==> config.mk <==
export PLATFORM = sky130hd
export DESIGN_NAME = dmem_arbiter_flat
export DESIGN_NICKNAME = d
export VERILOG_FILES = /design/src/rtl/dmem_arbiter_pkg.sv /design/src/rtl/dmem_arbiter_if.sv /design/src/rtl/dmem_rr_pick.sv /design/src/rtl/dmem_arbiter.sv /design/src/flat_wrapper.sv
export SDC_FILE = /design/constraint.sdc
export NUM_CORES = 1
export LEC_CHECK = 0
export CAP_MARGIN = 20
export CORE_AREA = 10 10 162 164
export CTS_CLUSTER_SIZE = 8
export DETAILED_ROUTE_END_ITERATION = 8
export DIE_AREA = 0 0 172 174
export PLACE_DENSITY = 0.68
export SYNTH_ARGS = -nofsm -noshare
export SYNTH_HDL_FRONTEND = slang
export SYNTH_SLANG_ARGS = --single-unit
==> constraint.sdc <==
create_clock -name clk -period 3.8 [get_ports clk]
set_input_delay 0.57 -clock clk [delete_from_list [all_inputs] [get_ports clk]]
set_output_delay 0.57 -clock clk [all_outputs]
set_load 0.01 [all_outputs]
==> src/rtl/dmem_arbiter_pkg.sv <==
// Shared types, width codes and request-legality helpers for the data-memory arbiter.
package dmem_arbiter_pkg;

    localparam int ARB_ADDR_W = 10;
    localparam int ARB_DATA_W = 64;

    typedef enum logic [1:0] {
        ARB_IDLE  = 2'd0,
        ARB_ISSUE = 2'd1,
        ARB_RESP  = 2'd2
    } arb_state_e;

    localparam logic [2:0] MEM_W_B = 3'd0;
    localparam logic [2:0] MEM_W_H = 3'd1;
    localparam logic [2:0] MEM_W_W = 3'd2;
    localparam logic [2:0] MEM_W_D = 3'd3;

    // Codes 4..7 are reserved and never reach the memory.
    function automatic logic width_legal(input logic [2:0] width);
        return ~width[2];
    endfunction

    function automatic logic addr_misaligned(input logic [2:0] width, input logic [2:0] addr_lsb);
        logic mis;
        mis = 1'b0;
        case (width)
            MEM_W_H: mis = addr_lsb[0];
            MEM_W_W: mis = |addr_lsb[1:0];
            MEM_W_D: mis = |addr_lsb;
            default: mis = 1'b0;
        endcase
        return mis;
    endfunction

endpackage

==> src/rtl/dmem_arbiter_if.sv <==
// Per-requester request/response bundle; master = requester side, slave = arbiter side.
interface dmem_arbiter_if #(
    parameter int ADDR_W = 10,
    parameter int DATA_W = 64
);
    logic              valid;
    logic              ready;
    logic              we;
    logic [2:0]        width;
    logic [ADDR_W-1:0] addr;
    logic [DATA_W-1:0] wdata;
    logic              resp_valid;
    logic [DATA_W-1:0] rdata;
    logic              resp_err;

    modport master (
        output valid, we, width, addr, wdata,
        input  ready, resp_valid, rdata, resp_err
    );

    modport slave (
        input  valid, we, width, addr, wdata,
        output ready, resp_valid, rdata, resp_err
    );
endinterface

==> src/rtl/dmem_rr_pick.sv <==
// Two-way round-robin pick: a lone requester always wins, on contention the port
// that did not win last time is chosen.
module dmem_rr_pick (
    input  logic [1:0] i_valid,
    input  logic       i_last_grant,
    output logic [1:0] o_grant
);
    assign o_grant[0] = i_valid[0] & (~i_valid[1] |  i_last_grant);
    assign o_grant[1] = i_valid[1] & (~i_valid[0] | ~i_last_grant);
endmodule

==> src/rtl/dmem_arbiter.sv <==
// Two-port arbiter in front of the single-port data memory, one transaction in flight.
// Optional build macro DMEM_ARB_MISALIGN_CHK_EN rejects width-misaligned addresses.
module dmem_arbiter
    import dmem_arbiter_pkg::*;
#(
    parameter int ADDR_W = ARB_ADDR_W,
    parameter int DATA_W = ARB_DATA_W
) (
    input  logic              clk,
    input  logic              rst,
    dmem_arbiter_if.slave     p0,
    dmem_arbiter_if.slave     p1,
    output logic [2:0]        mem_width,
    output logic [ADDR_W-1:0] mem_addr,
    output logic              mem_we,
    output logic              mem_re,
    output logic [DATA_W-1:0] mem_wdata,
    input  logic [DATA_W-1:0] mem_rdata
);

    arb_state_e        r_state;
    arb_state_e        w_state_next;
    logic              r_last_grant;
    logic              r_req_port;
    logic              r_req_we;
    logic [2:0]        r_req_width;
    logic [ADDR_W-1:0] r_req_addr;
    logic [DATA_W-1:0] r_req_wdata;
    logic [DATA_W-1:0] r_rdata_q;

    logic [1:0]        w_valid;
    logic [1:0]        w_grant;
    logic              w_hs;
    logic              w_err;
    logic              w_access;
    logic              w_issue;
    logic              w_resp;

    assign w_valid = {p1.valid, p0.valid};

    dmem_rr_pick u_pick (
        .i_valid      (w_valid),
        .i_last_grant (r_last_grant),
        .o_grant      (w_grant)
    );

    // Any valid request in IDLE is granted, so the handshake needs no ready feedback.
    assign w_hs = rst && (r_state == ARB_IDLE) && (|w_valid);

`ifdef DMEM_ARB_MISALIGN_CHK_EN
    assign w_err = ~width_legal(r_req_width) | addr_misaligned(r_req_width, r_req_addr[2:0]);
`else
    assign w_err = ~width_legal(r_req_width);
`endif
    assign w_access = ~w_err;

    assign w_issue = rst && (r_state == ARB_ISSUE);
    assign w_resp  = rst && (r_state == ARB_RESP);

    always_ff @(posedge clk) begin
        if (!rst) begin
            r_state      <= ARB_IDLE;
            r_last_grant <= 1'b1;
            r_req_port   <= 1'b0;
            r_req_we     <= 1'b0;
            r_req_width  <= '0;
            r_req_addr   <= '0;
            r_req_wdata  <= '0;
            r_rdata_q    <= '0;
        end else begin
            r_state <= w_state_next;
            if (w_hs) begin
                r_last_grant <= w_grant[1];
                r_req_port   <= w_grant[1];
                r_req_we     <= w_grant[1] ? p1.we    : p0.we;
                r_req_width  <= w_grant[1] ? p1.width : p0.width;
                r_req_addr   <= w_grant[1] ? p1.addr  : p0.addr;
                r_req_wdata  <= w_grant[1] ? p1.wdata : p0.wdata;
            end
            if (r_state == ARB_ISSUE) begin
                r_rdata_q <= (w_access && !r_req_we) ? mem_rdata : '0;
            end
        end
    end

    always_comb begin
        w_state_next = r_state;
        unique case (r_state)
            ARB_IDLE:  if (|w_valid) w_state_next = ARB_ISSUE;
            ARB_ISSUE: w_state_next = ARB_RESP;
            ARB_RESP:  w_state_next = ARB_IDLE;
            default:   w_state_next = ARB_IDLE;
        endcase
    end

    assign p0.ready = w_hs & w_grant[0];
    assign p1.ready = w_hs & w_grant[1];

    assign p0.resp_valid = w_resp & ~r_req_port;
    assign p1.resp_valid = w_resp &  r_req_port;
    assign p0.rdata      = p0.resp_valid ? r_rdata_q : '0;
    assign p1.rdata      = p1.resp_valid ? r_rdata_q : '0;
    assign p0.resp_err   = p0.resp_valid & w_err;
    assign p1.resp_err   = p1.resp_valid & w_err;

    // Strobes and the held request are gated by rst so nothing reaches memory during reset.
    assign mem_we    = w_issue & w_access &  r_req_we;
    assign mem_re    = w_issue & w_access & ~r_req_we;
    assign mem_width = rst ? r_req_width : '0;
    assign mem_addr  = rst ? r_req_addr  : '0;
    assign mem_wdata = rst ? r_req_wdata : '0;

endmodule

==> src/flat_wrapper.sv <==
// flat-port wrapper written by rule: the top's interface ports become plain ports
module dmem_arbiter_flat import dmem_arbiter_pkg::*;
#(
    parameter int ADDR_W = ARB_ADDR_W,
    parameter int DATA_W = ARB_DATA_W
)
  (clk, rst, mem_width, mem_addr, mem_we, mem_re, mem_wdata, mem_rdata, p0_valid, p0_we, p0_width, p0_addr, p0_wdata, p0_ready, p0_resp_valid, p0_rdata, p0_resp_err, p1_valid, p1_we, p1_width, p1_addr, p1_wdata, p1_ready, p1_resp_valid, p1_rdata, p1_resp_err);
  dmem_arbiter_if #(.ADDR_W(ADDR_W), .DATA_W(DATA_W)) p0_i ();
  dmem_arbiter_if #(.ADDR_W(ADDR_W), .DATA_W(DATA_W)) p1_i ();
  input  logic clk;
  input  logic rst;
  output logic [2:0] mem_width;
  output logic [ADDR_W-1:0] mem_addr;
  output logic mem_we;
  output logic mem_re;
  output logic [DATA_W-1:0] mem_wdata;
  input  logic [DATA_W-1:0] mem_rdata;
  input wire logic [$bits(p0_i.valid)-1:0] p0_valid;
  input wire logic [$bits(p0_i.we)-1:0] p0_we;
  input wire logic [$bits(p0_i.width)-1:0] p0_width;
  input wire logic [$bits(p0_i.addr)-1:0] p0_addr;
  input wire logic [$bits(p0_i.wdata)-1:0] p0_wdata;
  output wire logic [$bits(p0_i.ready)-1:0] p0_ready;
  output wire logic [$bits(p0_i.resp_valid)-1:0] p0_resp_valid;
  output wire logic [$bits(p0_i.rdata)-1:0] p0_rdata;
  output wire logic [$bits(p0_i.resp_err)-1:0] p0_resp_err;
  input wire logic [$bits(p1_i.valid)-1:0] p1_valid;
  input wire logic [$bits(p1_i.we)-1:0] p1_we;
  input wire logic [$bits(p1_i.width)-1:0] p1_width;
  input wire logic [$bits(p1_i.addr)-1:0] p1_addr;
  input wire logic [$bits(p1_i.wdata)-1:0] p1_wdata;
  output wire logic [$bits(p1_i.ready)-1:0] p1_ready;
  output wire logic [$bits(p1_i.resp_valid)-1:0] p1_resp_valid;
  output wire logic [$bits(p1_i.rdata)-1:0] p1_rdata;
  output wire logic [$bits(p1_i.resp_err)-1:0] p1_resp_err;
  assign p0_i.valid = p0_valid;
  assign p0_i.we = p0_we;
  assign p0_i.width = p0_width;
  assign p0_i.addr = p0_addr;
  assign p0_i.wdata = p0_wdata;
  assign p0_ready = p0_i.ready;
  assign p0_resp_valid = p0_i.resp_valid;
  assign p0_rdata = p0_i.rdata;
  assign p0_resp_err = p0_i.resp_err;
  assign p1_i.valid = p1_valid;
  assign p1_i.we = p1_we;
  assign p1_i.width = p1_width;
  assign p1_i.addr = p1_addr;
  assign p1_i.wdata = p1_wdata;
  assign p1_ready = p1_i.ready;
  assign p1_resp_valid = p1_i.resp_valid;
  assign p1_rdata = p1_i.rdata;
  assign p1_resp_err = p1_i.resp_err;
  dmem_arbiter #(.ADDR_W(ADDR_W), .DATA_W(DATA_W)) u_core (.clk(clk), .rst(rst), .p0(p0_i), .p1(p1_i), .mem_width(mem_width), .mem_addr(mem_addr), .mem_we(mem_we), .mem_re(mem_re), .mem_wdata(mem_wdata), .mem_rdata(mem_rdata));
endmodule
-- Word-level counts from Yosys, hierarchy flattened
Cells that the tools add are included.
- bitwise gates (word level): 19
- reduce and logical (&&, ||, !) cells: 8
- multiplexer cells: 12
- equal/unequal tests: 3
- operators by type and width (cell ; number):
    $mux W64 ; 5
    $mux W10 ; 2
    $and A1 B1 Y1 ; 11
    $mux W3 ; 2
    $not A1 Y1 ; 6
    $logic_and A1 B1 Y1 ; 5
    $pmux W2 S2 ; 1
    $eq A2 B1 Y1 const B ; 1
    $eq A2 B2 Y1 const B ; 1
    $logic_not A2 Y1 ; 1
    $mux W2 ; 1
    $ne A2 B2 Y1 const B ; 1
    $or A1 B1 Y1 ; 2
    $reduce_or A2 Y1 ; 1
    $logic_not A1 Y1 ; 1
    $mux W1 ; 1
- output and inout bits: 213
- register bits: 146
- input bits: 224
- logic and storage cells: 50

-- Logic depth before layout (Yosys ltp)
- word-level depth: 4
- gate-level depth with buffers: 6
- depth with buffers taken out: 4

-- By module
From an unflattened synthesis, not the netlist that was laid out.
- cell total of the unflattened synthesis: 721
- area total of the unflattened synthesis: 7591.0 µm²
- modules (own cells, without submodules) (module ; cells an instance ; area an instance (µm²) ; instances ; seq. area each (µm²)):
    dmem_arbiter ; 718 ; 7572.3 ; 1 ; 2922.8
    dmem_rr_pick ; 3 ; 18.8 ; 1 ; 0.0

-- Worst setup path after synthesis
No wires, ideal clock.
- path kind: input -> output
- start: input port rst
- end: output port mem_we
- setup slack: 1.737 ns
- stages on the path: 5
- data arrival time: 1.493 ns
- buffers on the path: 3
- required time: 3.230 ns
- cells stage by stage: buf_2 -> buf_2 -> buf_2 -> nand3b_1 -> nor3b_1
- longest elaborated chain between the ends: 3
- ends and longest elaborated chain (element ; line ; RTL):
    from (decl) ; flat_wrapper.sv:11 ; input logic rst;
    $logic_and A1 B1 Y1 ; dmem_arbiter.sv:57 ; assign w_issue = rst && (r_state == ARB_ISSUE);
    $and A1 B1 Y1 (2 in series) ; dmem_arbiter.sv:107 ; assign mem_we = w_issue & w_access & r_req_we;
    to (decl) ; flat_wrapper.sv:14 ; output logic mem_we;
Every way passes these cells.

-- Worst setup path after layout
- start: input port rst
- end: output port p1_rdata[10]
- longest elaborated chain between the ends: 3
- ends and longest elaborated chain (element ; line ; RTL):
    $logic_and A1 B1 Y1 ; dmem_arbiter.sv:58 ; assign w_resp = rst && (r_state == ARB_RESP);
    $and A1 B1 Y1 ; dmem_arbiter.sv:100 ; assign p1.resp_valid = w_resp & r_req_port;
    $mux W64 ; dmem_arbiter.sv:102 ; assign p1.rdata = p1.resp_valid ? r_rdata_q : '0;
    to (decl) ; flat_wrapper.sv:34 ; output wire logic [$bits(p1_i.rdata)-1:0] p1_rdata;
Every way passes these cells.

==> reports/results.txt <==
Tightest Pin Transition -> 1021 ps
Peak supply drop -> 247.6 uV
Final WS setup -> 749.3 ps
Fin crit period -> 3051 ps
Later-pin clock latency in the skew report -> 420 ps
Library cells used by synthesis -> 31
Commonest cells after routing, fill and taps aside -> clkdlybuf4s50_1, dfxtp_1, and2_1
Tot Pwr -> 4389 uW
Synth Cell Area -> 7039 um2
Ys async rst share -> 0%
I/O Pins -> 437
R2R depth -> 5
Initial antenna violation count -> 1
P_sw -> 1170 uW
Cell family with most CP delay -> buffers and inverters
Post-CTS sizing -> 0
CP max stage cell -> clkdlybuf4s50_1
Core area -> 23120 um2
Status -> completed
Largest net degree at the start of global routing -> 107
Root Driver -> clkbuf_16
CP Capture Type -> primary output
CP max FO -> 66
PortBufs -> 436
Final hold viol count -> 0
Internal power -> 3219 uW
Setup TNS -> 0 ps
DR vias/cell -> 4.639
Worst Setup SP -> rst
Worst R2R End -> u_core.r_req_addr[8]$_SDFFE_PN0P_
Post-DP HPWL -> 21.58 mm
Hold Path Class -> flip-flop to flip-flop
WP data required -> 3230 ps
Chip Width -> 172 um
Commonest non-fill, non-tap cell in the layout -> clkdlybuf4s50_1
Dpl ws -> 726.7 ps
Post-layout nets -> 1427
Die area -> 29930 um2
Arrival time worst endpoint -> 2480 ps
Post-synthesis cell count -> 808
Comb power frac -> 20.9%
WP depth -> 5
Crit Reg-Reg Startpoint -> u_core.r_state[0]$_SDFFE_PN0P_
Clock transition at path regs -> 60 ps
Switching part of the total power -> 26.67%
Vias in the first global route -> 6984
Initial Utilization -> 30.44%
Routed via count -> 6991
R2R setup slack -> 1870 ps
Worst path bufs/invs -> 3
CTS Buf Count -> 17
Synth warnings -> 0
Non-filler cells in the finished layout -> 1507
CTS tree -> yes
Cells along the critical path -> buf_4 -> and4b_1 -> buf_4 -> and2_1 -> clkdlybuf4s50_1
Post-Syn Area per Cell -> 8.712 um2
First-pass GRT wire length -> 41.22 mm
P_leak -> 0.004923 uW
Max-slew violation count -> 0
Crit path top cell by count -> buf_4
Post-route ant nets -> 0
DRT Pass-1 Iters -> 4
GR Util All Layers -> 17.58%
Crit path to -> p1_rdata[10]
Dpl cell area -> 11540 um2
Initial drt markers -> 284
Skew final -> 10.86 ps
Syn-to-layout area delta -> 72.61%
EDFF count, synth -> 0
Routability congestion estimate -> 0.7708
Part of the power in registers -> 40.2%
Setup Viol. Count Final -> 0
# hold bufs at CTS -> 0
Top_reg_cell synth -> dfxtp_1
Maximum clock path buffer count -> 2
Post-CTS Setup Bufs -> 0
Share of the yosys chip area belonging to registers -> 41.52%
MaxCap Viol Count -> 0
Mapped Nets -> 1032
Remaining DRCs -> 0
CP peak stage delay -> 570 ps
WS Path Type -> input port to primary output
Element type at the critical path start -> input port
Fmax -> 327.8 MHz
Fin crit share -> 80.28%
Placed insts -> 1474
CTS H-tree depth -> 4
Power density over cell area -> 361.2 nW/um2
Max_slew headroom -> 31.94%
Fin area -> 12150 um2
Clk sinks -> 146
Row count -> 56
Clock share of power -> 38.9%
Share of layout cells above drive strength 1 -> 13.73%
GRT Residual Overflow -> 0
Die Ht -> 174 um
#FFs+latches synth -> 146
Wire per inst -> 18.51 um
RSZ-0062 raised after global routing -> no
Total Routed Length -> 27.90 mm
worst register-to-register path: cells and delay by family, from the launching register on:
kind                   cells  cell delay (ps)
AO/OA/AOI/OAI              3              600
buffers and inverters      1              660
flip-flops                 1              510
AND/OR/NAND/NOR            1              100
sequential cells by signal (all words and copies together) (netlist names):
register             cells
u_core.r_rdata_q        64
u_core.r_req_wdata      64
u_core.r_req_addr       10
u_core.r_req_width       3
u_core.r_state           2
u_core.r_last_grant      1
u_core.r_req_port        1
u_core.r_req_we          1
per-stage QoR:
step,hold WS (ps),util (%)
2_1_floorplan,440.0,-
3_3_place_gp,448.2,49.93
3_5_place_dp,452.6,49.93
4_1_cts,460.9,52.54
5_1_grt,478.6,52.54
6_report,455.6,52.55
metal layers:
layer,GRT usage (%),up-vias,part of all wire (%)
li1,-,3491,-
met1,18.01,3187,37
met2,31.26,296,50
met3,9.039,17,12
met4,3.342,0,0.96
met5,0,-,0
synth_stat cells, drive strengths merged (2+ instances only):
master	number	area share, %
a21oi	77	5.5
a22oi	64	11
and2	130	12
buf	37	3.2
clkbuf	31	1.7
dfxtp	146	42
inv	82	4.4
nand2	83	4.4
nor2	2	0.14
nor2b	64	7.8
nor3	2	0.30
nor3b	2	0.28
o22ai	78	6.9
layout make-up:
cell class	instances	area (um2)
fillers	2154	10970
repair buffers	444	4459
multi-input cells	512	3492
flip-flops and latches	146	2923
clock buffers	20	456.7
well taps	290	362.8
inverters	82	307.8
clock inverters	12	146.4
diodes	1	2.502
worst min path at each step:
stage,start,endpoint,slack (ps),cells after the start
2_1_floorplan,u_core.r_req_addr[0]$_SDFFE_PN0P_,u_core.r_req_addr[0]$_SDFFE_PN0P_,440,2
3_3_place_gp,u_core.r_req_wdata[4]$_SDFFE_PN0P_,u_core.r_req_wdata[4]$_SDFFE_PN0P_,450,2
3_5_place_dp,u_core.r_req_wdata[22]$_SDFFE_PN0P_,u_core.r_req_wdata[22]$_SDFFE_PN0P_,450,2
4_1_cts,u_core.r_req_wdata[8]$_SDFFE_PN0P_,u_core.r_req_wdata[8]$_SDFFE_PN0P_,460,2
5_1_grt,u_core.r_req_wdata[40]$_SDFFE_PN0P_,u_core.r_req_wdata[40]$_SDFFE_PN0P_,480,2
6_report,u_core.r_req_wdata[4]$_SDFFE_PN0P_,u_core.r_req_wdata[4]$_SDFFE_PN0P_,460,2
kinds of logic after synthesis:
kind of cell | after synthesis | synth area share, %
DFF | 146 | 41.52
and+or+nand+nor | 288 | 25.15
buffers and inverters | 150 | 9.207
AOI/OAI and AO/OA | 224 | 24.12
power by group through the flow:
stage          logic (uW)  clock network [uW]  registers (uW)
3_5_place_dp          926                   0            1800
3_3_place_gp          918                   0            1790
4_1_cts               932                1750            1770
5_1_grt              1000                1830            1780
2_1_floorplan         441                   0            1770
6_report              919                1710            1760
(Power assumes the default switching activity.)
